### config.mk
export PLATFORM = sky130hd
export DESIGN_NAME = instr_pipe_buffer
export DESIGN_NICKNAME = d
export VERILOG_FILES = /design/src/rtl/instr_pipe_buffer.sv
export SDC_FILE = /design/constraint.sdc
export NUM_CORES = 1
export LEC_CHECK = 0
export BUFFER_PORTS_ARGS = -buffer_cell sky130_fd_sc_hd__buf_2
export CORE_MARGIN = 2
export CORE_UTILIZATION = 52
export DETAILED_ROUTE_END_ITERATION = 8
export PLACE_DENSITY = 0.76
export SLEW_MARGIN = 20
export SYNTH_ARGS = -nofsm -noshare
export SYNTH_HDL_FRONTEND = slang
export SYNTH_SLANG_ARGS = --single-unit
### constraint.sdc
create_clock -name CLK -period 3.48 [get_ports CLK]
set_input_delay 0.522 -clock CLK [delete_from_list [all_inputs] [get_ports CLK]]
set_output_delay 0.522 -clock CLK [all_outputs]
set_load 0.1 [all_outputs]
### src/rtl/instr_pipe_buffer.sv
// Instruction buffer between fetch (IF) and decode (ID): a circular queue of
// {instr, pc, pc_plus4} entries with flush, stall and a saturating drop counter.
module instr_pipe_buffer #(
    parameter int DATA_W = 32,
    parameter int DEPTH  = 4,
    parameter int CW     = $clog2(DEPTH + 1)
) (
    input  logic              CLK,
    input  logic              RESET,
    input  logic              FLUSH,
    input  logic              STALL,
    input  logic              IN_VALID,
    input  logic [DATA_W-1:0] Instr1_IF,
    input  logic [31:0]       Instr_PC_IF,
    input  logic [31:0]       Instr_PC_Plus4_IF,
    output logic              IN_READY,
    output logic              OUT_VALID,
    output logic [DATA_W-1:0] Instr1_OUT,
    output logic [31:0]       Instr_PC_OUT,
    output logic [31:0]       Instr_PC_Plus4,
    output logic [CW-1:0]     COUNT,
    output logic [15:0]       FLUSH_DROPS
);

    localparam int              PW      = $clog2(DEPTH);
    localparam logic [CW-1:0]   DEPTH_C = CW'(DEPTH);
    localparam logic [PW-1:0]   LAST_C  = PW'(DEPTH - 1);

    logic [DATA_W-1:0] mem_instr_q [DEPTH];
    logic [31:0]       mem_pc_q    [DEPTH];
    logic [31:0]       mem_pc4_q   [DEPTH];

    logic [CW-1:0] count_q, count_d;
    logic [PW-1:0] wr_ptr_q, wr_ptr_d;
    logic [PW-1:0] rd_ptr_q, rd_ptr_d;
    logic [15:0]   flush_drops_q, flush_drops_d;
    logic          push_s, pop_s;

    // Pointers wrap at DEPTH-1 so non-power-of-two depths work.
    function automatic logic [PW-1:0] next_ptr(input logic [PW-1:0] ptr);
        return (ptr == LAST_C) ? '0 : ptr + PW'(1);
    endfunction

    function automatic logic [15:0] sat_add(input logic [15:0] acc, input logic [CW-1:0] add);
        logic [16:0] sum;
        sum = {1'b0, acc} + 17'(add);
        return sum[16] ? 16'hFFFF : sum[15:0];
    endfunction

    assign push_s = IN_VALID && (count_q < DEPTH_C) && !FLUSH;
    assign pop_s  = (count_q != '0) && !STALL && !FLUSH;

    // Next-state for occupancy, pointers and the drop counter.
    always_comb begin
        count_d       = count_q;
        wr_ptr_d      = wr_ptr_q;
        rd_ptr_d      = rd_ptr_q;
        flush_drops_d = flush_drops_q;
        if (FLUSH) begin
            count_d       = '0;
            wr_ptr_d      = '0;
            rd_ptr_d      = '0;
            flush_drops_d = sat_add(flush_drops_q, count_q);
        end else begin
            if (push_s) begin
                wr_ptr_d = next_ptr(wr_ptr_q);
            end else begin
                wr_ptr_d = wr_ptr_q;
            end
            if (pop_s) begin
                rd_ptr_d = next_ptr(rd_ptr_q);
            end else begin
                rd_ptr_d = rd_ptr_q;
            end
            case ({push_s, pop_s})
                2'b10:   count_d = count_q + CW'(1);
                2'b01:   count_d = count_q - CW'(1);
                default: count_d = count_q;
            endcase
        end
    end

    // Control state register; RESET overrides FLUSH so no drops are counted.
    always_ff @(posedge CLK) begin
        if (RESET) begin
            count_q       <= '0;
            wr_ptr_q      <= '0;
            rd_ptr_q      <= '0;
            flush_drops_q <= 16'h0000;
        end else begin
            count_q       <= count_d;
            wr_ptr_q      <= wr_ptr_d;
            rd_ptr_q      <= rd_ptr_d;
            flush_drops_q <= flush_drops_d;
        end
    end

    // Entry storage; unoccupied slots are never shown, so no reset is needed.
    always_ff @(posedge CLK) begin
        if (push_s && !RESET) begin
            mem_instr_q[wr_ptr_q] <= Instr1_IF;
            mem_pc_q[wr_ptr_q]    <= Instr_PC_IF;
            mem_pc4_q[wr_ptr_q]   <= Instr_PC_Plus4_IF;
        end
    end

    // Head view: a zero bubble whenever the queue is empty.
    always_comb begin
        Instr1_OUT     = '0;
        Instr_PC_OUT   = 32'h0000_0000;
        Instr_PC_Plus4 = 32'h0000_0000;
        if (count_q != '0) begin
            Instr1_OUT     = mem_instr_q[rd_ptr_q];
            Instr_PC_OUT   = mem_pc_q[rd_ptr_q];
            Instr_PC_Plus4 = mem_pc4_q[rd_ptr_q];
        end else begin
            Instr1_OUT     = '0;
            Instr_PC_OUT   = 32'h0000_0000;
            Instr_PC_Plus4 = 32'h0000_0000;
        end
    end

    assign IN_READY    = (count_q < DEPTH_C);
    assign OUT_VALID   = (count_q != '0);
    assign COUNT       = count_q;
    assign FLUSH_DROPS = flush_drops_q;

endmodule

==> out/results.tsv <==
stage	metric	value	unit
synthesis	ys_seq_area_share	76.4	%
sta	min_period	2.91	ns
die	die_w	178	um
clock_network	cts_buffers	42	
worst_setup_path	critPathLaunchType	flip-flop	
sta	drv_slew	0	
die	dieArea	31700	um^2
detailed_routing	wire_per_inst	21.3	um
placed_design	gp_congestion	0.810	
final_layout	final_util	63.4	%
worst_setup_path	worstSetupEndpointType	output port	
synthesis	synth_area_per_cell	21.0	um^2
sta	fin_setup_tns	0	ns
clock_network	htreeDepth	2	
grt	antenna_found_initial	10	
placed_design	post-place-ws	0.872	ns
power	powerDensity	559	nW/um^2
detailed_routing	drt_pre_antenna_iters	5	
clock_network	cts_hold_buf	0	
synthesis	syn_inst	751	
synthesis	synth_cell_types	36	
clock_network	path_clk_slew	0.06	ns
min_path	hold_path.class	input port to flip-flop	
final_layout	layout.nets	1099	
clock_network	cts_setup_buffers	0	
die	die_h	178	um
worst_setup_path	worst-path-max-fanout	59	
power	p_leak	6.49	nW
final_layout	num-fill-cells	2001	
die	coreArea	29700	um^2
worst_setup_path	r2r_start	COUNT[1]	
grt	track_usage	19.3	%
clock_network	clock-sinks	409	
min_path	hp-start	Instr_PC_Plus4_IF[16]	
sta	relSlewSlack	50.9	%
sta	tightest_slew	0.736	ns
sta	setup_violations	0	
clock_network	cts_tree	done	
power	vdd_drop_max	0.557	mV
grt	first_global_vias	8282	
placed_design	hpwl	17600	um
clock_network	clock_path_buffers	3	
synthesis	synth_nets	863	
worst_setup_path	cp_data_arrival_time	2.39	ns
die	ios	218	
synthesis	synthFlopType	edfxtp_1	
detailed_routing	drc	0	
detailed_routing	drt_wl_total	30200	um
worst_setup_path	worstSetupPathType	flip-flop to output port	
synthesis	async_reset_ff_share	0	%
synthesis	ys_warn_count	0	
run	max_cap_violations	0	
sta	rsz0062_at_grt	no	
final_layout	area_delta_synth_final	19.7	%
detailed_routing	drtIter0Drc	611	
detailed_routing	viasPerCell	5.57	
synthesis	synth_edf_count	384	
worst_setup_path	required	2.96	ns
final_layout	final_layout_size_suffix_gt1_share	38.7	%
grt	grt_pass1_wl	46100	um
detailed_routing	dr_total_vias	7893	
grt	grt_max_degree	98	
synthesis	syn-cell-area	15800	um^2
clock_network	insertion_delay	0.54	ns
die	num_rows	63	
synthesis	yosys_register_bits	409	
placed_design	dpl.cell_count	1333	
detailed_routing	drtAntennaViolNets	0	
status	outcome	complete, no violations	
sta	finalCritPeriodShare	83.7	%
clock_network	cts_root_buf	clkbuf_16	
sta	finClkSkew	0.0170	ns
clock_network	post_cts_resize_count	0	
grt	overflow	0	
placed_design	portBuffers	217	
sta	finalHoldViolCount	0	
sta	layout_setup_ws	0.567	ns
final_layout	instances_no_fill	1418	
die	start_util	53.0	%
sta	clock.fmax	0.343	GHz
sta	holdWs	0.195	ns
[Yosys cell counts (all sizes together) (4+ instances only)]
cell      n  area (um^2)
o21ai     6         30.0
nand3     5         37.5
or3       4         25.0
xnor2    10         87.6
mux2i     4         40.0
clkbuf   20         75.1
mux4     96         2160
ha        9          113
and2    100          626
inv       6         22.5
edfxtp  384        11500
a211oi    4         30.0
nand2     8         30.0
buf      17         92.6
nor2     13         48.8
a21oi    14         70.1
dfxtp    25          500
[logic make-up after synthesis]
| group | Yosys count | synth area share (%) |
|---|---|---|
| flip-flops | 409 | 76.4 |
| buffers and inverters | 43 | 1.21 |
| adder cells (fa/ha/maj) | 11 | 0.969 |
| AND/OR/NAND/NOR | 145 | 5.63 |
| XOR/XNOR | 13 | 0.723 |
| AO/OA/AOI/OAI | 30 | 1.12 |
| multiplexers | 100 | 14.0 |
[worst max-delay path: stages (launching register included)]
cell and delay (ns):
dfxtp_4 0.37, buf_12 0.40, mux4_2 0.58, and2_1 0.19, buf_2 0.29
[where the power goes]
group,internal [mW],switching [mW],leakage [nW]
combinational,0.132,0.424,2.12
clock,2.81,1.74,0.697
sequential,5.42,0.0116,3.67
total,8.37,2.18,6.49
[cells in the final DEF, fill, tap and decap left out, drive strengths merged, types with 5 or more instances in the layout]
master and instances:
ha 9, inv 9, xnor2 10, mux4 96, edfxtp 384, bufinv 8, diode 8, nand2 8
nor2 13, a21oi 14, dfxtp 25, and2 100, clkinv 18, o21ai 6, buf 229, clkbuf 48
nand3 5
[routing by layer]
| layer | GRT usage, % | vias up | routed length, um |
|---|---|---|---|
| met5 | 0 | - | 27 |
| met4 | 6.39 | 4 | 671 |
| met3 | 5.73 | 49 | 2490 |
| met2 | 31.6 | 260 | 15000 |
| met1 | 25.0 | 4071 | 12000 |
| li1 | - | 3509 | - |
[through the flow]
stage	instance area (um^2)	power [mW]
floorplan	15800	5.92
global placement	17400	6.08
detailed placement	17400	6.10
CTS	18800	10.6
global route	18800	10.9
finish	18900	10.5
[registers in the layout, summed over array words and instances (netlist names), named ones only]
name	flops
mem_instr_q	128
mem_pc4_q	128
mem_pc_q	128
FLUSH_DROPS	16
COUNT	3
rd_ptr_q	2
wr_ptr_q	2
[worst paths after layout]
path / end / depth (start not counted) / slack, ns
worst min-delay path: mem_pc4_q[0][16] / 1 / 0.20
worst min register to register: FLUSH_DROPS[14] / 1 / 0.50
worst max register to register: COUNT[2] / 8 / 0.91
worst max-delay path: Instr_PC_Plus4[28] / 4 / 0.57
[cell type report]
type                    instances  area, um^2  share of cell area (%)
flip-flops and latches        409       12000                    63.9
multi-input cells             299        3540                    18.8
repair buffers                229        1310                    6.97
clock buffers                  48        1070                    5.69
well taps                     390         488                    2.59
clock inverters                29         353                    1.87
inverters                       6        22.5                   0.119
diodes                          8        20.0                   0.106
Power figures use the tool's default switching activity.
